### config.mk
export PLATFORM = sky130hd
export DESIGN_NAME = uart_tx
export DESIGN_NICKNAME = d
export VERILOG_FILES = /design/src/rtl/uart_tx.sv
export SDC_FILE = /design/constraint.sdc
export NUM_CORES = 1
export LEC_CHECK = 0
export ABC_AREA = 1
export CORE_UTILIZATION = 40
export DETAILED_ROUTE_END_ITERATION = 10
export SLEW_MARGIN = 5
export SYNTH_ARGS = -nofsm -noshare
export SYNTH_HDL_FRONTEND = slang
export SYNTH_SLANG_ARGS = --single-unit
### constraint.sdc
create_clock -name clk_i -period 1.9 [get_ports clk_i]
set_clock_uncertainty 0.2 [all_clocks]
set_input_delay 0.38 -clock clk_i [delete_from_list [all_inputs] [get_ports clk_i]]
set_output_delay 0.38 -clock clk_i [all_outputs]
set_load 0.02 [all_outputs]
### src/rtl/uart_tx.sv
// Byte-serial UART transmitter: pops 32-bit words, sends BytesPerWord bytes LSB-first as 8N1 frames.
// Define UART_TX_PARITY_EN to insert an even-parity bit before STOP (11-bit frames).
module uart_tx #(
    parameter int unsigned BaudDiv      = 868,
    parameter int unsigned BytesPerWord = 1
) (
    input  logic        clk_i,
    input  logic        reset_i,
    input  logic        have_next,
    input  logic [31:0] data,
    output logic        next,
    output logic        tx,
    output logic        busy
);

    localparam int unsigned     CntW     = $clog2(BaudDiv);
    localparam logic [CntW-1:0] CntLoad  = CntW'(BaudDiv - 1);
    localparam logic [1:0]      LastByte = 2'(BytesPerWord - 1);

`ifdef UART_TX_PARITY_EN
    typedef enum logic [2:0] {
        IDLE   = 3'd0,
        START  = 3'd1,
        DATA   = 3'd2,
        PARITY = 3'd3,
        STOP   = 3'd4
    } state_t;
`else
    typedef enum logic [2:0] {
        IDLE  = 3'd0,
        START = 3'd1,
        DATA  = 3'd2,
        STOP  = 3'd4
    } state_t;
`endif

    state_t            state_q, state_d;
    logic [CntW-1:0]   cnt_q, cnt_d;
    logic [2:0]        bit_idx_q, bit_idx_d;
    logic [1:0]        byte_idx_q, byte_idx_d;
    logic [31:0]       shift_q, shift_d;
    logic              tx_q, tx_d;
    logic              next_q, next_d;
    logic              busy_q, busy_d;
    logic              bit_done;

    assign bit_done = (cnt_q == '0);

    // State and output registers; tx resets high so an aborted frame releases the line at once.
    always_ff @(posedge clk_i or negedge reset_i) begin
        if (!reset_i) begin
            state_q    <= IDLE;
            cnt_q      <= '0;
            bit_idx_q  <= '0;
            byte_idx_q <= '0;
            shift_q    <= '0;
            tx_q       <= 1'b1;
            next_q     <= 1'b0;
            busy_q     <= 1'b0;
        end else begin
            state_q    <= state_d;
            cnt_q      <= cnt_d;
            bit_idx_q  <= bit_idx_d;
            byte_idx_q <= byte_idx_d;
            shift_q    <= shift_d;
            tx_q       <= tx_d;
            next_q     <= next_d;
            busy_q     <= busy_d;
        end
    end

    // Next-state logic; outputs are derived from the state being entered so they line up with it.
    always_comb begin
        state_d    = state_q;
        cnt_d      = cnt_q - CntW'(1);
        bit_idx_d  = bit_idx_q;
        byte_idx_d = byte_idx_q;
        shift_d    = shift_q;
        next_d     = 1'b0;
        tx_d       = 1'b1;
        busy_d     = 1'b0;

        case (state_q)
            IDLE: begin
                cnt_d = '0;
                if (have_next) begin
                    state_d    = START;
                    cnt_d      = CntLoad;
                    shift_d    = data;
                    bit_idx_d  = '0;
                    byte_idx_d = '0;
                    next_d     = 1'b1;
                end
            end
            START: begin
                if (bit_done) begin
                    state_d   = DATA;
                    cnt_d     = CntLoad;
                    bit_idx_d = '0;
                end
            end
            DATA: begin
                if (bit_done) begin
                    cnt_d = CntLoad;
                    if (bit_idx_q == 3'd7) begin
`ifdef UART_TX_PARITY_EN
                        state_d = PARITY;
`else
                        state_d = STOP;
`endif
                    end else begin
                        bit_idx_d = bit_idx_q + 3'd1;
                    end
                end
            end
`ifdef UART_TX_PARITY_EN
            PARITY: begin
                if (bit_done) begin
                    state_d = STOP;
                    cnt_d   = CntLoad;
                end
            end
`endif
            STOP: begin
                if (bit_done) begin
                    if (byte_idx_q != LastByte) begin
                        state_d    = START;
                        cnt_d      = CntLoad;
                        byte_idx_d = byte_idx_q + 2'd1;
                        shift_d    = {8'd0, shift_q[31:8]};
                    end else begin
                        state_d = IDLE;
                        cnt_d   = '0;
                    end
                end
            end
            default: begin
                state_d = IDLE;
                cnt_d   = '0;
            end
        endcase

        case (state_d)
            START:  tx_d = 1'b0;
            DATA:   tx_d = shift_d[bit_idx_d];
`ifdef UART_TX_PARITY_EN
            PARITY: tx_d = ^shift_d[7:0];
`endif
            default: tx_d = 1'b1;
        endcase

        busy_d = (state_d != IDLE);
    end

    assign next = next_q;
    assign tx   = tx_q;
    assign busy = busy_q;

endmodule

Word level (Yosys, flattened, before mapping)
Cells that the tools add are included.
{ "word_totals": {"elab_cells": 59, "in_bits": 35, "output_inout_bits": 3, "ff_bits": 53} }
{ "op_classes": {"eq_ne": 9, "order_cmp": 1, "n_reduce_logical": 7, "add_sub_neg": 3, "n_mux": 30} }
{ "ops": {"columns": ["operator", "n"], "rows": [
  ["$mux W32", 3],
  ["$pmux W32 S2", 1],
  ["$mux W10", 4],
  ["$pmux W10 S3", 1],
  ["$mux W3", 9],
  ["$pmux W3 S4", 1],
  ["$logic_not A10 Y1", 1],
  ["$sub A10 B1 Y10 const B", 1],
  ["$pmux W3 S3", 1],
  ["$eq A3 B1 Y1 const B", 2],
  ["$eq A3 B2 Y1 const B", 2],
  ["$eq A3 B3 Y1 const B", 2],
  ["$lt A3 B6 Y1 const B", 1],
  ["$mux W2", 3],
  ["$ne A2 B2 Y1 const B", 3],
  ["$mux W1", 4],
  ["$pmux W2 S2", 1],
  ["$reduce_and A4 Y1", 1],
  ["$reduce_bool A2 Y1", 2],
  ["$add A3 B1 Y3 const B", 1],
  ["$bmux W1 S3", 1],
  ["$logic_not A3 Y1", 1],
  ["$reduce_bool A3 Y1", 1],
  ["$add A2 B1 Y2 const B", 1],
  ["2 further kinds", 2]
]} }

Longest topological paths before layout
Gate-level depths: netlist of the first run.
{ "logic_depth": {"word_depth": 7, "ltp_mapped": 15, "mapped_depth_nobuf": 15} }

Worst setup path after synthesis of the first run
OpenSTA, ideal clock, no wires.
{ "synth_path": {"kind": "register to register", "startpoint": "register cnt_q[0]", "endpoint": "register busy_q, in the netlist busy", "setup_ps": 124, "arrival_time_ps": 1599, "synth_period_minus_slack_ps": 1923, "stages_incl_launch_ff": 13, "slack_ps": -23, "n_path_buf": 0, "required_ps": 1576, "cell_sequence": "dfrtp_1 inv_1 ha_1 nand2_1 nor2_2 nand3_4 clkinv_2 nor2_1 o22ai_1 nand3_1 nor2_1 inv_1 or2_1"} }
{ "synth_between": {"elab_chain_len": 4, "word_cells_on_any_way": 6, "cone_classes": "mux: 4; reduce/logical: 2"} }
{ "synth_lines": {"columns": ["element", "line_no", "source"], "rows": [
  ["from (decl)", "38", "logic [CntW-1:0] cnt_q, cnt_d;"],
  ["from (signal assigned)", "62", "cnt_q <= cnt_d;"],
  ["$logic_not A10 Y1 (*)", "47", "assign bit_done = (cnt_q == '0);"],
  ["$mux W3 (on tied branches)", "125, 103, 96", null],
  ["$pmux W3 S4 (*)", "83", "case (state_q)"],
  ["named net state_d[0]", "37", "state_t state_q, state_d;"],
  ["$reduce_bool A3 Y1 (*)", "152", "busy_d = (state_d != IDLE);"],
  ["named net busy_d", "44", "logic busy_q, busy_d;"],
  ["to (signal assigned)", "68", "busy_q <= busy_d;"],
  ["to (decl)", "44", null]
]} }
The timed path passes the listed nets; every way through them passes the cells marked *.
A chain may end at the register's enable or synchronous reset.

Worst setup path after layout of the first run
Ends and elaborated chain as after synthesis.

==> flow_summary.ini, run 1 <==
[global_routing]
grt_max_degree = 54
grt_pass1_vias = 2330
grt_usage = 0.189
grt_pass1_wl_mm = 10.7
antenna_found_initial = 0
grt-ovfl-total = 0

[sta]
slew_viol_final = 0
setup-tns-final_ns = -0.827
tightest_slew_ns = 0.508
slew_headroom = 0.658
holdWs_ns = 0.313
fin_crit_ns = 2.03
final.setup.worst_slack_ns = -0.129
max_freq_mhz = 493
grt_setup_unrepaired = yes
hold_viol = 0
setup_viol = 24
finalCritPeriodShare = 1.07

[critical_path]
cp_cell_sequence = inv_2, ha_4, nand2_4, nor2_4, nand3_4, clkinv_4, nor2_4, o22ai_2, nand3_1, nor2_1, inv_1, or2_1
setup.worst_path.start = cnt_q[0]
critPathKind = reg -> reg
crit_path_end = busy
cp.arrival_ns = 2.03
r2r_cells = 12
reg2reg_slack_ns = -0.13
cpMaxStageDelayCell = dfrtp_1
cp-start-kind = flop
end_kind = flop
r2r-end = busy
path_max_fanout = 7
cpMostUsedCell = nor2_4
r2r-start = cnt_q[0]
worstPathRequired_ns = 1.90
slowest_delay_ns = 0.39

[yosys]
ys_ff_latch = 53
synth.distinct_cells = 35
syn_avg_cell_area_um2 = 8.70
synth_fp_nets = 343
ys_seq_area_frac = 0.500
syn_inst = 305
yosys_warnings = 0
synth_area_mm2 = 0.00265

[clock_network]
clockRootBuffer = clkbuf_8
clkSinkCount = 53
h-tree-depth = 2
clk_pin_slew_ns = 0.10
tritoncts = built
numCtsBuffers = 5
cts_buffer_depth = 2
clkLatencyLatePin_ns = 0.31

[detailed_routing]
antenna_left = 0
postRouteWirelength_mm = 6.35
dr.pass1.iters = 4
vias = 2321
viasPerCell = 4.84
wl_per_cell_um = 13.2
drc = 0
detail_route.iter0.violations = 105

[final_layout]
area_delta_synth_final_pct = 46.8
final_common_cell = nand2_1
nFillCells = 547
fin_nets = 440
final_area_mm2 = 0.00389
layout-drive-gt1-share = 0.308
layout_common_cells = 81 x nand2_1, 52 x dfrtp_1, 50 x buf_4, 35 x inv_1, 35 x clkdlybuf4s50_1
diodes = 0

[outcome]
status = finished with violations
failed_checks = setup timing

[placed_design]
dp_hpwl_mm = 4.26
pre_cts_slack_ns = -0.148
port_buffers = 37
routabilityCongestion = 0.808
dpl-instance-area_mm2 = 0.00347

[floorplan]
io_pins = 38
die_area_mm2 = 0.00696
fp.coreArea_mm2 = 0.00639
die-height_um = 83.4
die_x_um = 83.4
num_rows = 29
start_util = 0.415

[power]
p_per_area_mw_per_mm2 = 521
p_leak_nw = 1.78
ir_worst_vdd_mv = 0.347

[job]
maxCapViolations = 0

[hold_path]
hold_path_class = reg -> reg
hp-start = shift_q[15]
==> state kept, by name (all words and copies together) (netlist names) <==
signal and count:
tx 1, bit_idx_q 3, cnt_q 10, byte_idx_q 2, shift_q 32, busy 1, next 1, state_q 3
==> kinds of logic after synthesis <==
family,synth area share
AOI/OAI and AO/OA,0.100
xor gates and xnor gates,0.0132
adders and majority gates,0.0142
buffers and inverters,0.0755
DFF,0.500
and+or+nand+nor,0.296
==> Yosys cell counts <==
library cell | n | share of area
a21oi_1 | 3 | 0.0057
a31o_2 | 1 | 0.0033
buf_2 | 3 | 0.0057
buf_4 | 1 | 0.0028
buf_6 | 1 | 0.0042
clkbuf_1 | 2 | 0.0028
clkinv_2 | 1 | 0.0019
dfrtp_1 | 52 | 0.49
dfstp_2 | 1 | 0.0099
ha_1 | 3 | 0.014
inv_1 | 38 | 0.054
inv_2 | 3 | 0.0042
nand2_1 | 85 | 0.12
nand2_2 | 3 | 0.0071
nand2_4 | 1 | 0.0042
nand3_1 | 23 | 0.043
nand3_2 | 9 | 0.034
nand3_4 | 2 | 0.013
nand3b_4 | 1 | 0.0075
nand4_1 | 2 | 0.0047
nor2_1 | 15 | 0.021
nor2_2 | 3 | 0.0071
nor2_4 | 3 | 0.013
nor2_8 | 1 | 0.0075
nor3_1 | 3 | 0.0057
nor3b_1 | 1 | 0.0028
o211ai_1 | 8 | 0.023
o21ai_0 | 19 | 0.036
o21ai_1 | 1 | 0.0019
o221ai_1 | 8 | 0.026
o22ai_1 | 2 | 0.0047
or2_1 | 1 | 0.0024
or2_2 | 1 | 0.0024
xnor2_1 | 3 | 0.0099
xor2_1 | 1 | 0.0033
==> where the power goes <==
group,internal [mW],total [mW],switching (mW),leakage [nW]
logic,0.0649,0.0978,0.0328,1.16
clock network,0.430,0.804,0.373,0.0585
registers,1.13,1.13,0,0.555
==> per-layer routing <==
metal,part of all wire,global-route usage,up-vias
met5,0,0,-
li1,-,-,1189
met2,0.49,0.322,58
met1,0.45,0.240,1070
met4,0.0088,0.0570,0
met3,0.042,0.0437,4
==> how the worst min path moves through the flow <==
| stage | endpoint | slack, ns | depth (start not counted) |
|---|---|---|---|
| 6_report | shift_q[15] | 0.31 | 2 |
| 4_1_cts | shift_q[8] | 0.32 | 2 |
| 5_1_grt | shift_q[14] | 0.35 | 2 |
| 3_3_place_gp | cnt_q[3] | 0.20 | 2 |
| 3_5_place_dp | cnt_q[3] | 0.20 | 2 |
| 2_1_floorplan | bit_idx_q[0] | -0.12 | 0 |
==> per-stage QoR <==
step / utilization / power (mW) / std cells
finish: 0.610 / 2.03 / 480
global route: 0.610 / 2.10 / 480
detailed placement: 0.543 / 1.25 / 456
global placement: 0.543 / 1.25 / 456
CTS: 0.576 / 2.05 / 472
floorplan: - / 1.15 / 305
==> worst max-delay path: cells and delay by family (launching register included) <==
kind / cells / cell delay (ns)
flops: 1 / 0.39
buf+inv: 3 / 0.25
simple gates: 7 / 0.80
compound gates: 1 / 0.11
fa+ha+maj: 1 / 0.16
==> layout make-up <==
cell class | instances | area [µm²] | area share
Clock buffer | 7 | 86.3 | 0.0222
Inverter | 42 | 165 | 0.0424
Tap cell | 77 | 96.3 | 0.0247
Timing Repair Buffer | 96 | 893 | 0.229
Clock inverter | 1 | 30.0 | 0.00771
Sequential cell | 53 | 1330 | 0.341
Multi-Input combinational cell | 204 | 1290 | 0.333
==> repair_timing <==
item | CTS | global route
hold buffers | 1 | 0
resized for setup | 7 | 32
setup endpoints to repair | 12 | 25
setup buffers | 6 | 7
pin swaps | 19 | 13
gates cloned | 1 | 2
hold endpoints to repair | 52 | 0
No activity file was read; power rests on OpenSTA's default activity.
==> run 2: changes to the inputs <==
CORE_MARGIN = 1   (was not set)
CORE_UTILIZATION = 32   (was 40)
CTS_BUF_LIST = sky130_fd_sc_hd__clkbuf_4   (was not set)
==> run 2 against run 1 <==
Net effect: core utilization shrank 14 points; maximum frequency is 1.5% higher; largest cell class unchanged; design area decreased by 5.3%; the flow still finishes with violations (setup timing); non-clock buffer count decreased by 10; cell count rose by 2.9%; worst setup slack improved by 0.029 ns; sequential power is essentially flat; critical path depth did not move; worst hold slack worse by 0.075 ns.
==> flow_summary.ini, run 2 (synthesis results as in run 1) <==
[global_routing]
grt_pass1_vias = 2308
groute.layer.met2.usage = 0.250
use_met1 = 0.202
antenna_found_initial = 0
grt_util_met3 = 0.0293
busiest_layer = met2
grt_max_degree = 37
grt_pass1_wl_mm = 10.5
grt_usage = 0.150
grt-ovfl-total = 0

[critical_path]
cp_num_buf_inv = 3
cp-start-kind = flop
end_kind = flop
crit_family = simple AND/OR/NAND/NOR gates
cp_cell_sequence = inv_2, ha_4, nand2_4, nor2_4, nand3_4, clkinv_4, nor2_4, o22ai_2, nand3_1, nor2_1, inv_1, or2_1
critPathKind = reg -> reg
path_max_fanout = 7
reg2reg_slack_ns = -0.10
r2r-start = cnt_q[1]
r2r-end = busy
cp.depth = 12
r2r_cells = 12
setup.worst_path.start = cnt_q[1]
worstPathRequired_ns = 1.99
crit_path_end = busy
slowest_delay_ns = 0.40
cpMostUsedCell = nor2_4
cpMaxStageDelayCell = dfrtp_1
cp.arrival_ns = 2.09

[final_layout]
nFillCells = 765
fin_util = 0.467
largest_reg_flops = 32
fin_cells = 494
layout_common_cells = 80 x nand2_1, 52 x dfrtp_1, 42 x buf_4, 35 x inv_1, 33 x clkdlybuf4s50_1
layout-drive-gt1-share = 0.265
biggestRegsByFlops = shift_q: 32 flops, cnt_q: 10 flops
area_delta_synth_final_pct = 39.0
final_common_cell = nand2_1
largest_register = shift_q
fin_nets = 429
diodes = 0

[sta]
hold_viol = 0
tightest_slew_ns = 0.441
slew_headroom = 0.706
grt_setup_unrepaired = yes
slew_viol_final = 0
fin_crit_ns = 2.00
finalCritPeriodShare = 1.05
final.setup.worst_slack_ns = -0.100
setup_viol = 7
setup-tns-final_ns = -0.377
max_freq_mhz = 500

[hold_path]
hold_path_class = in -> async

[power]
p_per_area_mw_per_mm2 = 517
ir_worst_vdd_mv = 0.314
p_leak_nw = 1.69

[clock_network]
clockRootBuffer = clkbuf_4
clkSinkCount = 53
tritoncts = built
clk_pin_slew_ns = 0.17
numCtsBuffers = 5
cts_buffer_depth = 2
h-tree-depth = 2
clkLatencyLatePin_ns = 0.39

[detailed_routing]
dr.pass1.iters = 4
drc = 0
viasPerCell = 4.53
vias = 2237
wl_per_cell_um = 11.9
detail_route.iter0.violations = 83
antenna_left = 0
postRouteWirelength_mm = 5.90

[floorplan]
io_pins = 38
die-height_um = 93.0
num_rows = 32
start_util = 0.336
die_x_um = 93.0
fp.coreArea_mm2 = 0.00789
die_area_mm2 = 0.00866

[placed_design]
place_inst = 476
routabilityCongestion = 0.856
dp_hpwl_mm = 4.43
port_buffers = 37

[outcome]
failed_checks = setup timing
status = finished with violations

[job]
maxCapViolations = 0
## run 2: cell count changes in the layout (fill, tap and decap cells not counted), moves of 5 or more
| cell | previous run | this run |
|---|---|---|
| nand3_2 | 15 | 9 |
| clkbuf_8 | 6 | 0 |
| o221ai_1 | 3 | 8 |
| clkbuf_4 | 0 | 5 |
| o221ai_2 | 5 | 0 |
| nand3_1 | 17 | 23 |
| buf_4 | 50 | 42 |
## run 2: metal layers
metal  share of wire  routed length, µm
met5               0                  0
met4           0.010                 61
met1            0.48               2840
met2            0.47               2800
met3           0.034                200
## run 2: what timing repair did
action                                  CTS  global route
endpoints found under the setup margin   18            25
setup buffers                             7             4
endpoints found under the hold margin    16             0
pin swaps                                 7             6
resized for setup                         6            24
hold buffers                              1             0
## run 2: stage by stage
step	power [mW]	hold slack, ns	worst slack (ns)	area [µm²]
finish	1.91	0.238	-0.100	3690
CTS	1.93	0.248	-0.0923	3600
global route	1.97	0.250	-0.321	3690
floorplan	1.15	-0.116	0.0101	2680
global placement	1.25	0.147	-0.142	3450
detailed placement	1.25	0.148	-0.144	3450
## run 2: worst min-delay path by stage
stage	startpoint	end	slack (ns)
6_report	reset_i	shift_q[0]	0.24
5_1_grt	reset_i	shift_q[7]	0.25
4_1_cts	reset_i	shift_q[0]	0.25
3_5_place_dp	reset_i	cnt_q[2]	0.15
3_3_place_gp	reset_i	cnt_q[2]	0.15
2_1_floorplan	reset_i	bit_idx_q[0]	-0.12
## run 2: cell type report
cell class | count | area (µm²) | area share
flip-flops and latches | 53 | 1330 | 0.360
clock inverters | 3 | 47.5 | 0.0129
inverters | 42 | 163 | 0.0441
repair buffers | 86 | 772 | 0.209
clock buffers | 5 | 37.5 | 0.0102
well taps | 102 | 128 | 0.0346
multi-input cells | 203 | 1210 | 0.329
## run 2: worst register-to-register path, delay by kind of cell, from the launching register on
family                     cells  cell delay [ns]
and+or+nand+nor                7             0.81
DFF                            1             0.40
AOI/OAI and AO/OA              1             0.11
adders and majority gates      1             0.15
buffers and inverters          3             0.25
## run 2: power by group
| part | internal [mW] | total (mW) | switching, mW |
|---|---|---|---|
| combinational | 0.0647 | 0.0969 | 0.0322 |
| clock | 0.287 | 0.680 | 0.393 |
| sequential | 1.13 | 1.13 | 0 |
==> patch: new RTL, flow settings as in run 2 <==
The parameter `BaudDiv` goes from 868 to 434.
--- a/src/rtl/uart_tx.sv
+++ b/src/rtl/uart_tx.sv
@@ -1,7 +1,7 @@
 // Byte-serial UART transmitter: pops 32-bit words, sends BytesPerWord bytes LSB-first as 8N1 frames.
 // Define UART_TX_PARITY_EN to insert an even-parity bit before STOP (11-bit frames).
 module uart_tx #(
-    parameter int unsigned BaudDiv      = 868,
+    parameter int unsigned BaudDiv      = 434,
     parameter int unsigned BytesPerWord = 1
 ) (
     input  logic        clk_i,
Check against the original RTL: same outputs for any inputs over 10 cycles, from zero or initial values and one cycle with reset_i low; that may be too few to reach the edited logic, so the function may still have changed.
==> patch against run 2 <==
- the run still ends with negative setup slack left
- routed wire length is 2.8% higher
- non-clock buffer count is 7 higher
- worst setup slack better by 0.0080 ns
- synthesized cell count is 3.9% higher
- global-route usage is 0.25 points higher
- cell area is 2.3% higher
- total power is 3.8% lower
- maximum frequency is 0.40% higher
- critical endpoint is now tx
- critical path type unchanged
- area after synthesis is 0.66% lower
- sequential cell count is 1 lower
==> patch: results (changes against run 2) <==
wirelength_um: 6070  # +2.8%
detail_route.vias_per_cell: 4.54  # +0.34%
multi_input_comb_area_um2: 1180  # -2.7%
yosysSeqAreaShare: 0.494  # -0.00617
vdd_drop_max_mv: 0.243  # -23%
grt_util_met1: 0.193  # -0.00982
cts_repair_resize_count: 24  # +18
timing.max_cap.violations: 0  # unchanged
bufAreaShareNonClock: 0.221  # +0.0121
setup-tns-final_ns: -0.540  # -0.163 ns
grt_pass1_vias: 2371  # +2.7%
number_of_distinct_library_cells_after_synthesis: 31  # -11%
detail_route.iter0.violations: 86  # +3.6%
seqAreaFraction: 0.345  # -0.0145
clock_buffer_count: 5  # unchanged
clk_pin_slew_worst_paths_ns: 0.15  # -0.02 ns
route.met3.wl_um: 237  # +19%
finalSetupViolations: 9  # +2
syn-cell-area_um2: 2640  # -0.66%
post_route_cells_drive_above_1_share: 0.302  # +0.0364
multi_input_gate_count: 193  # -4.9%
layout.clock.cell_area_share: 0.0212  # -0.00185
yosys_warnings: 0  # unchanged
insertion_delay_ns: 0.37  # -0.02 ns
use_met2: 0.262  # +0.0117
crit_path_capture: "tx"
crit-reg2reg-capture: "tx"
ys_top_cells_by_area: "sky130_fd_sc_hd__dfrtp_1 48%, sky130_fd_sc_hd__nand2_1 11%, sky130_fd_sc_hd__inv_1 8.8%"
cts_htree_levels: 2  # unchanged
global_route_wire_length_before_repair_um: 10400  # -0.79%
synth.top_cells.by_count: "76 x sky130_fd_sc_hd__nand2_1, 62 x sky130_fd_sc_hd__inv_1, 51 x sky130_fd_sc_hd__dfrtp_1"
routed-wl-met2_um: 2920  # +4.4%
transition_time_at_the_pin_with_the_least_slew_margin_ns: 0.292  # -0.148 ns
failed_checks: "negative setup slack"
drt-wirelength-per-cell_um: 11.8  # -1.0%
layout_top_registers: "shift_q: 32 flops, cnt_q: 9 flops"
post-place-ws_ns: -0.174  # -0.0294 ns
total_nets_after_synthesis: 355  # +3.5%
syn-instance-count: 317  # +3.9%
area_delta_synth_final_pct: 43.2
placed_area_um2: 3430  # -0.58%
clock_sinks: 52  # -1.9%
post_cts_setup_inserts: 7  # unchanged
signal_buffers: 93  # +8.1%
critical_path_peak_fanout: 5  # -2
grt_max_degree: 43  # +16%
finalWeightedCongestion: 0.838  # -2.1%
layout_nets: 448  # +4.4%
nNonClkInverters: 65  # +55%
status: "finished, violations left"
wire_length_the_detailed_router_placed_on_met1_um: 2800  # -1.7%
setup_ws_ns: -0.0921  # +0.00801 ns
globalRouteTotalUtil: 0.152  # +0.00247
holdWs_ns: 0.207  # -0.0318 ns
gr-usage-met3: 0.0263  # -0.00300
rr_worst_depth: 14  # +2
post-place-cells: 490  # +2.9%
## patch: cell count changes after synthesis, moves of 4 or more
cell                       before  now
sky130_fd_sc_hd__nand3_2        9    1
sky130_fd_sc_hd__nor2_1        15   20
sky130_fd_sc_hd__nand2_1       85   76
sky130_fd_sc_hd__inv_1         38   62
sky130_fd_sc_hd__nand3_1       23   14
sky130_fd_sc_hd__o211ai_1       8    4
sky130_fd_sc_hd__o221ai_1       8   12
sky130_fd_sc_hd__nor2_2         3   12
## patch: kinds of logic after synthesis
| family | after synthesis | synth area share |
|---|---|---|
| flops | 52 | 0.494 |
| compound gates | 47 | 0.115 |
| buf+inv | 73 | 0.113 |
| fa+ha+maj | 3 | 0.0142 |
| xor+xnor | 2 | 0.00665 |
| simple gates | 140 | 0.257 |
## patch: report_power, final
part / internal [mW] / leakage (nW) / switching, mW
sequential: 1.11 / 0.554 / 0
combinational: 0.0650 / 1.27 / 0.0343
clock: 0.276 / 0.0428 / 0.350
